<file path="src/rtl/regfile_master_pkg.sv">
// Shared opcode constants and FSM state encoding for regfile_master.
package regfile_master_pkg;

  localparam logic [1:0] OP_WRITE   = 2'b00;
  localparam logic [1:0] OP_READ    = 2'b01;
  localparam logic [1:0] OP_RMW     = 2'b10;
  localparam logic [1:0] OP_ILLEGAL = 2'b11;

  typedef enum logic [2:0] {
    S_IDLE = 3'd0,
    S_WR   = 3'd1,
    S_RD   = 3'd2,
    S_WAIT = 3'd3,
    S_WB   = 3'd4,
    S_RESP = 3'd5
  } state_t;

endpackage

</file>
<file path="src/rtl/regfile_master.sv">
// Command-driven master for an external register file: WRITE, READ and
// read-modify-write ADD, with an error response for the illegal opcode.
//
// Handshakes: both command and response channels use strict valid/ready.
// A beat transfers on the rising edge where valid && ready are both 1.
// The command source holds Cmd_* stable while Cmd_Ready is 0; Cmd_Ready is
// only high in IDLE. Once Rsp_Valid rises it stays high, with Rsp_Data and
// Rsp_Err frozen, until the edge where Rsp_Ready is also high.
module regfile_master
  import regfile_master_pkg::*;
#(
  parameter int WIDTH = 16,
  parameter int DEPTH = 8,
  parameter int AddrW = 3
) (
  input  logic             CLK,
  input  logic             RST,
  input  logic             Cmd_Valid,
  output logic             Cmd_Ready,
  input  logic [1:0]       Cmd_Op,
  input  logic [AddrW-1:0] Cmd_Addr,
  input  logic [WIDTH-1:0] Cmd_Data,
  output logic             Rsp_Valid,
  input  logic             Rsp_Ready,
  output logic [WIDTH-1:0] Rsp_Data,
  output logic             Rsp_Err,
  output logic             RdEn,
  output logic             WrEn,
  output logic [AddrW-1:0] Address,
  output logic [WIDTH-1:0] WrData,
  input  logic [WIDTH-1:0] RdData
);

  // The address port must cover exactly the register file.
  if (DEPTH != 2 ** AddrW) begin : g_depth_check
    $error("regfile_master: DEPTH must equal 2**AddrW");
  end

  state_t           r_state;
  state_t           w_next;
  logic [1:0]       r_op;
  logic [AddrW-1:0] r_addr;
  logic [WIDTH-1:0] r_data;
  logic [WIDTH-1:0] r_result;
  logic             r_err;
  logic             w_accept;
  logic [WIDTH-1:0] w_sum;

  // Cmd_Ready is forced low while reset is asserted.
  assign Cmd_Ready = (r_state == S_IDLE) && !RST;
  assign w_accept  = Cmd_Valid && Cmd_Ready;
  // RMW sum wraps modulo 2**WIDTH; carry is discarded.
  assign w_sum     = r_result + r_data;

  // State register; reset drops any in-flight command.
  always_ff @(posedge CLK) begin
    if (RST) r_state <= S_IDLE;
    else     r_state <= w_next;
  end

  // Next-state decode.
  always_comb begin
    w_next = r_state;
    case (r_state)
      S_IDLE: begin
        if (w_accept) begin
          case (Cmd_Op)
            OP_WRITE: w_next = S_WR;
            OP_READ:  w_next = S_RD;
            OP_RMW:   w_next = S_RD;
            default:  w_next = S_RESP;
          endcase
        end
      end
      S_WR:    w_next = S_IDLE;
      S_RD:    w_next = S_WAIT;
      S_WAIT:  w_next = (r_op == OP_RMW) ? S_WB : S_RESP;
      S_WB:    w_next = S_RESP;
      S_RESP:  if (Rsp_Ready) w_next = S_IDLE;
      default: w_next = S_IDLE;
    endcase
  end

  // Command latch and result register (read capture, RMW sum, error zero).
  always_ff @(posedge CLK) begin
    if (RST) begin
      r_op     <= OP_WRITE;
      r_addr   <= '0;
      r_data   <= '0;
      r_result <= '0;
      r_err    <= 1'b0;
    end else begin
      if (w_accept) begin
        r_op     <= Cmd_Op;
        r_addr   <= Cmd_Addr;
        r_data   <= Cmd_Data;
        r_err    <= (Cmd_Op == OP_ILLEGAL);
        r_result <= '0;
      end
      if (r_state == S_WAIT) r_result <= RdData;
      if (r_state == S_WB)   r_result <= w_sum;
    end
  end

  // Strobes are pure state decodes, so RdEn and WrEn cannot overlap.
  assign RdEn      = (r_state == S_RD);
  assign WrEn      = (r_state == S_WR) || (r_state == S_WB);
  assign Address   = r_addr;
  assign WrData    = (r_state == S_WB) ? w_sum : r_data;
  assign Rsp_Valid = (r_state == S_RESP);
  assign Rsp_Data  = r_result;
  assign Rsp_Err   = r_err;

endmodule

</file>
<file path="config.mk">
export PLATFORM = sky130hd
export DESIGN_NAME = regfile_master
export DESIGN_NICKNAME = d
export VERILOG_FILES = /design/src/rtl/regfile_master_pkg.sv /design/src/rtl/regfile_master.sv
export SDC_FILE = /design/constraint.sdc
export NUM_CORES = 1
export LEC_CHECK = 0
export CAP_MARGIN = 10
export CORE_UTILIZATION = 52
export CTS_BUF_LIST = sky130_fd_sc_hd__clkbuf_4 sky130_fd_sc_hd__clkbuf_8
export DETAILED_ROUTE_END_ITERATION = 16
export GPL_TIMING_DRIVEN = 0
export PLACE_DENSITY = 0.89
export SYNTH_ARGS = -nofsm -noshare
export SYNTH_HDL_FRONTEND = slang
export SYNTH_SLANG_ARGS = --single-unit
export TNS_END_PERCENT = 10
</file>
<file path="constraint.sdc">
create_clock -name CLK -period 5.29 [get_ports CLK]
set_input_delay 1.058 -clock CLK [delete_from_list [all_inputs] [get_ports CLK]]
set_output_delay 1.058 -clock CLK [all_outputs]
set_load 0.005 [all_outputs]
</file>
# Word level (Yosys, flattened, before mapping)
# Cells that the tools add are included.
[totals] romBits=0 latchBits=0 n_memories=0 ff_bits=41 ram_bits=0 inputBits=41 output_inout_bits=40
[op_classes] shift=0 n_reduce_logical=9 order_cmp=0 n_mux=9 bitwise_logic=0 n_mul=0 n_div=0 n_addsub=1 eq_ne=11
[ops] operator="$mux 16" count=4
[ops] operator="$add 16x16->16" count=1
[ops] operator="$pmux 3 s5" count=1
[ops] operator="$eq 2x2->1 const B" count=3
[ops] operator="$eq 3x2->1 const B" count=2
[ops] operator="$eq 3x3->1 const B" count=2
[ops] operator="$mux 3" count=2
[ops] operator="$pmux 3 s2" count=1
[ops] operator="$eq 3x1->1 const B" count=1
[ops] operator="$logic_not 3->1" count=1
[ops] operator="$reduce_bool 3->1" count=1
[ops] operator="$eq 2x1->1 const B" count=1
[ops] operator="$logic_and 1x1->1" count=2
[ops] operator="$logic_not 2->1" count=1
[ops] operator="$ne 2x1->1 const B" count=1
[ops] operator="$ne 2x2->1 const B" count=1
[ops] operator="$reduce_and 2->1" count=1
[ops] operator="$reduce_or 2->1" count=1
[ops] operator="$logic_not 1->1" count=1
[ops] operator="$logic_or 1x1->1" count=1
[ops] operator="$mux 1" count=1

# Depth between registers and ports, before layout
# Gate-level depths: netlist of the first run.
[depth] word_depth=6 mapped_depth=8 mapped_depth_nobuf=8

# Least setup slack after synthesis of the first run
# Ideal clock, no wire load.
[synth_timing] kind="flip-flop to output port" start="register r_result[0], in the netlist Rsp_Data[0]" end="output WrData[14]" arrival_ns=2.013 path_slack_ns=2.219 stages_incl_launch_ff=9 path_cell_list="dfxtp_1 ha_1 fa_1 a211oi_2 o21ai_2 a221oi_2 o21bai_1 mux2i_1 nand2_1"
[synth_via] elab_chain_cells=2
[synth_rtl] item="start: declaration" line="regfile_master.sv:44" rtl="logic [WIDTH-1:0] r_result;"
[synth_rtl] item="start signal: assignment" line="regfile_master.sv:100" rtl="if (r_state == S_WAIT) r_result <= RdData;"
[synth_rtl] item="start signal: assignment" line="regfile_master.sv:101" rtl="if (r_state == S_WB) r_result <= w_sum;"
[synth_rtl] item="$add 16x16->16" line="regfile_master.sv:53" rtl="assign w_sum = r_result + r_data;"
[synth_rtl] item="$mux 16" line="regfile_master.sv:109" rtl="assign WrData = (r_state == S_WB) ? w_sum : r_data;"
[synth_rtl] item="end: declaration" line="regfile_master.sv:30" rtl="output logic [WIDTH-1:0] WrData,"
# No other way between the ends.

# Worst setup path after layout of the first run
[layout_timing] start="register r_result[0], in the netlist Rsp_Data[0]" end="output WrData[12]"
# Same word-level chain as after synthesis.

==> qor.yml, run 1 <==
status:
  status: "finished, final reports clean"
power:
  total_power_mw: 0.9144
  seqPwrFrac_pct: 40.8
  p_int_mw: 0.6043
  netSwitchingPower_mw: 0.3101
  p_per_area_nw_per_um2: 255.7
  p_comb_share_pct: 36.1
  cellLeakagePower_nw: 1.581
  p_clk_share_pct: 23.1
  p_sw_share_pct: 33.91
  peakVddDrop_v: 0.0001818
place:
  dpl.hpwl_mm: 5.623
  gp_congestion: 0.9257
  pre_cts_ws_ps: 1553
  portBuffers: 80
routing:
  dr_total_vias: 2845
  dr.pass1.iters: 5
  drcViolationCount: 0
  drt_wl_total_mm: 7.457
  routed_via_density: 5.771
  wl_per_cell_um: 15.13
  drt_iter0_markers: 217
  ant_nets: 0
logic_synthesis:
  syn_nets: 397
  ys_types: 55
  yosysTopAreaCell: "dfxtp_1"
  syn_area_sq_um: 2605
  synth_top_area_share_pct: 31.51
  ys_async_sr_fraction_pct: 0
  synth_edf_count: 0
  yosys-top-cells-count: "nand2_1 (92), dfxtp_1 (41), nand3_1 (27), a21oi_1 (20), nor2_1 (19)"
  synth_flop_cell: "dfxtp_1"
  ys_ff_latch: 41
  seq_area_frac_synth_pct: 31.51
  ys_warn_count: 0
  postSynthCellCount: 338
  syn_avg_cell_area_sq_um: 7.707
  synth_most_common_cell: "nand2_1"
  synth_area_leaders: "dfxtp_1 (32%), nand2_1 (13%), ha_1 (8.2%)"
grt:
  grt_first_pass_wirelength_mm: 12.10
  grt_pass1_vias: 2720
  top_usage_layer: "met2"
  gr-usage-met3_pct: 6.906
  gr-usage-met1_pct: 36.06
  grt_max_degree: 13
  overflow: 0
  antenna_found_initial: 0
  met2_usage_pct: 52.13
  globalRouteTotalUtil_pct: 29.44
clock_tree:
  cts_tree: "built"
  cts-root-buf: "clkbuf_8"
  cts_sinks: 41
  clk_latency_ps: 300
  cts_resized: 0
  htree_levels: 2
  cts.clk_slew.worst_paths_ps: 80
  cts_hold_buf: 0
  post-cts-setup-buffers: 0
  cts.path.max_buffers: 2
  cts_buffers: 5
timing:
  drv_slew: 0
  worst_pin_slew_ps: 611.1
  rsz0062_at_grt: "false"
  setup_viol: 0
  clock_skew_ps: 7.834
  worst_hold_slack_ps: 460.9
  clock.fmax_mhz: 239.4
  max-slew-margin-rel_pct: 59.26
  finalSetupTns_ps: 0
  post-route-period-util_pct: 78.96
  setup_ws_ps: 1113
  hold_viol_final: 0
  min_period_ps: 4177
die:
  core-area_sq_um: 4786
  rows: 25
  initial_core_util_pct: 54.43
  ioPinCount: 81
  die_area_sq_um: 5297
  die_y_um: 72.78
  die_w_um: 72.78
worst_setup_path:
  critPathRequiredTime_ps: 4230
  worst-r2r-setup-slack_ps: 2870
  worstSetupStartpointType: "flip-flop"
  path_class: "flip-flop to primary output"
  critPathCaptureType: "primary output"
  arrival_ps: 3120
  crit_fanout: 3
flow_run:
  drv_cap: 0
cells_and_area:
  finalNetCount: 484
  drive_gt1_share_pct: 7.277
  area_delta_synth_final_pct: 37.27
  fillers: 396
  n_antenna_cell: 0
  regArea_sq_um: 820.8
  multiInputGateArea_sq_um: 1680
hold_path:
  hold_path.class: "flip-flop to flip-flop"
## stage by stage
stage,instance area [sq um],cells,util [%]
after floorplan,2605,338,-
after CTS,3576,493,74.72
after global placement,3490,485,72.91
final,3576,493,74.72
after global routing,3576,493,74.72
after detailed placement,3490,485,72.91
## final cells by class
class / count / share of cell area [%]
inverter: 4 / 0.4199
tap: 67 / 2.344
timing repair buffer: 80 / 22.39
multi-input combinational: 276 / 46.99
clock inverter: 2 / 0.2799
clock buffer: 6 / 2.134
buffer: 17 / 2.484
sequential: 41 / 22.95
## routing by layer
| metal | wire length, um | vias to the layer above | part of all wire (%) |
|---|---|---|---|
| met3 | 472 | 14 | 6.3 |
| met1 | 3203 | 1336 | 43 |
| met5 | 0 | - | 0 |
| met4 | 80 | 0 | 1.1 |
| li1 | - | 1380 | - |
| met2 | 3700 | 115 | 50 |
## state kept, by name (all words and copies together), names as in the netlist
signal    count
Rsp_Err       1
r_data       16
r_state       3
Rsp_Data     16
r_op          2
Address       3
## final timing paths
check                                 from                   endpoint  cells after the start
setup / recovery  Rsp_Data[0]$_SDFFE_PP0P_                 WrData[12]                      9
hold / removal     Address[1]$_SDFFE_PP0P_    Address[1]$_SDFFE_PP0P_                      2
setup reg to reg  Rsp_Data[0]$_SDFFE_PP0P_  Rsp_Data[12]$_SDFFE_PP0P_                      8
hold reg to reg    Address[1]$_SDFFE_PP0P_    Address[1]$_SDFFE_PP0P_                      2
## cells by family (layout without fill, tap and decap cells)
group	after synthesis	after routing	share of synthesized area (%)
compound gates	87	87	24.11
mux	2	2	0.7685
buf+inv	21	109	3.987
xor+xnor	9	9	3.026
fa+ha+maj	18	18	8.934
flops	41	41	31.51
simple gates	160	160	27.67
## cell usage in the layout (no fill, tap or decap), types with 3 or more instances in the layout
master and n:
nand2_1 92, and2_1 5, a21o_1 11, buf_2 8, dfxtp_1 41, nand3_1 27, a22oi_1 11, xnor2_1 8
o21bai_1 3, a211oi_1 3, a221oi_1 3, clkbuf_1 4, o21ai_1 8, nor3_1 3, ha_1 17, a21oi_1 20
o21ai_0 4, nor2_1 19, clkdlybuf4s50_1 80, clkbuf_8 5
## power by group through the flow
stage	Combinational, mW	Sequential [mW]	Clock [mW]
3_3_place_gp	0.315	0.378	0
2_1_floorplan	0.182	0.373	0
4_1_cts	0.327	0.372	0.209
6_report	0.330	0.373	0.211
5_1_grt	0.359	0.377	0.228
3_5_place_dp	0.325	0.380	0
## worst max-delay path, cell delays in order, from the launching register on
cell	delay, ps
dfxtp_1	340
ha_1	250
fa_1	470
a211oi_2	380
o21ai_2	130
a21oi_1	250
o21ai_1	150
xnor2_1	160
o21ai_1	160
clkdlybuf4s50_1	530
Note: power is estimated with default switching activity, not from simulation.
==> run 2: changes to the inputs <==
Settings changed: CORE_UTILIZATION 52 to 44, PLACE_DENSITY 0.89 to 0.8.
Clock period 5.29 ns to 3.48 ns, I/O delays scaled along.
==> qor.yml, run 2 (synthesis results as in run 1) <==
cells_and_area:
  area_delta_synth_final_pct: 41.69
  n_antenna_cell: 0
  finalNetCount: 488
  layout_commonest_cell: "nand2_1"
  layout_common_cells: "nand2_1 (92), clkdlybuf4s50_1 (77), dfxtp_1 (39), nand3_1 (27), nor2_1 (19)"
  drive_gt1_share_pct: 9.767
  fin_area_sq_um: 3691
  stdcell_count: 502
clock_tree:
  htree_levels: 2
  cts.clk_slew.worst_paths_ps: 80
  cts_tree: "built"
  cts-root-buf: "clkbuf_8"
  clk_latency_ps: 300
  cts.path.max_buffers: 2
  cts_buffers: 5
  cts_sinks: 41
routing:
  routed_via_density: 5.665
  ant_nets: 0
  drt_iter0_markers: 184
  wl_per_cell_um: 15.00
  drcViolationCount: 0
  dr_total_vias: 2844
  drt_wl_total_mm: 7.531
  dr.pass1.iters: 7
place:
  portBuffers: 80
  dpl.hpwl_mm: 5.549
  placed_area_sq_um: 3496
  placedCellCount: 490
  gp_congestion: 0.8481
  pre_cts_ws_ps: 130.4
grt:
  overflow: 0
  antenna_found_initial: 0
  grt_first_pass_wirelength_mm: 12.18
  grt_max_degree: 13
  grt_pass1_vias: 2702
  globalRouteTotalUtil_pct: 24.89
timing:
  rsz0062_at_grt: "true"
  hold_viol_final: 0
  post-route-period-util_pct: 97.64
  max-slew-margin-rel_pct: 60.89
  setup_viol: 0
  worst_pin_slew_ps: 586.6
  clock.fmax_mhz: 294.3
  drv_slew: 0
  setup_ws_ps: 82.28
  finalSetupTns_ps: 0
  clock_skew_ps: 8.980
  min_period_ps: 3398
die:
  rows: 27
  ioPinCount: 81
  core-area_sq_um: 5608
  die_y_um: 78.95
  die_w_um: 78.95
  initial_core_util_pct: 46.45
  die_area_sq_um: 6232
worst_setup_path:
  crit_fanout: 3
  reg2reg_from: "Rsp_Data[0]$_SDFFE_PP0P_"
  worst-r2r-setup-slack_ps: 1290
  critPathCaptureType: "primary output"
  crit_top_cell: "nand2_1"
  cp_slowest_cell: "clkdlybuf4s50_1"
  path_class: "flip-flop to primary output"
  arrival_ps: 2700
  crit_path_end: "WrData[10]"
  path_cells: "ha_4, fa_2, a211oi_4, o21ai_2, a221oi_2, xnor2_1, nand2_1, nand2_1, clkdlybuf4s50_1"
  crit_start: "Rsp_Data[0]$_SDFFE_PP0P_"
  reg2reg_depth: 8
  worstSetupStartpointType: "flip-flop"
  slowest_delay_ps: 490
  r2r_end: "Rsp_Data[14]$_SDFFE_PP0P_"
  critPathRequiredTime_ps: 2780
power:
  p_per_area_nw_per_um2: 400.4
  cellLeakagePower_nw: 1.662
  peakVddDrop_v: 0.0002197
status:
  status: "finished, final reports clean"
flow_run:
  drv_cap: 0
hold_path:
  hold_path.class: "flip-flop to flip-flop"
-- run 2: report_power, final --
part	internal, mW	switching, mW	total [mW]
Clock	0.242	0.166	0.407
Sequential	0.520	0.0492	0.569
Combinational	0.253	0.249	0.501
-- run 2: per-stage QoR --
stage | utilization (%) | hold WS [ps] | power, mW
2_1_floorplan | - | 430.5 | 0.8434
4_1_cts | 65.17 | 461.2 | 1.478
3_3_place_gp | 62.34 | 444.0 | 1.058
6_report | 65.82 | 459.6 | 1.478
5_1_grt | 65.82 | 482.6 | 1.559
3_5_place_dp | 62.34 | 448.7 | 1.069
-- run 2: how the worst min path moves through the flow --
stage,from,endpoint,slack (ps),cells after the start
2_1_floorplan,r_op[0]$_SDFFE_PP0P_,r_op[0]$_SDFFE_PP0P_,430,2
3_3_place_gp,r_op[0]$_SDFFE_PP0P_,r_op[0]$_SDFFE_PP0P_,440,2
3_5_place_dp,r_op[0]$_SDFFE_PP0P_,r_op[0]$_SDFFE_PP0P_,450,2
4_1_cts,r_op[0]$_SDFFE_PP0P_,r_op[0]$_SDFFE_PP0P_,460,2
5_1_grt,Rsp_Err$_SDFFE_PP0P_,Rsp_Err$_SDFFE_PP0P_,480,2
6_report,Address[2]$_SDFFE_PP0P_,Address[2]$_SDFFE_PP0P_,460,2
-- run 2: area by class of cell --
type                            instances  area (sq um)
Buffer                                 17         88.84
Tap cell                               72         90.09
Timing Repair Buffer                   84         838.3
Clock inverter                          1         30.03
Sequential cell                        41         823.3
Multi-Input combinational cell        276          1715
Fill cell                             523          1917
Clock buffer                            7         90.09
Inverter                                4         15.01
-- run 2: worst max-delay path: cells and delay by family (launching register included) --
kind,cells,cell delay [ps]
AOI/OAI and AO/OA,3,700
adders and majority gates,2,540
buffers and inverters,1,490
DFF,1,350
xor gates and xnor gates,1,160
and+or+nand+nor,2,150
-- run 2: metal layers --
layer  wire (um)  global-route usage, %  up-vias
met4         147                  9.818        0
met5           0                      0        -
met3         461                  5.517       16
li1            -                      -     1388
met1        3177                  30.28     1330
met2        3745                  42.52      110
-- run 2: what timing repair did --
action,4_1_cts,5_1_grt
pin swaps,4,9
cloned,0,0
endpoints found under the setup margin,4,8
endpoints found under the hold margin,0,0
hold buffers,0,0
setup buffers,3,1
resized for setup,4,8
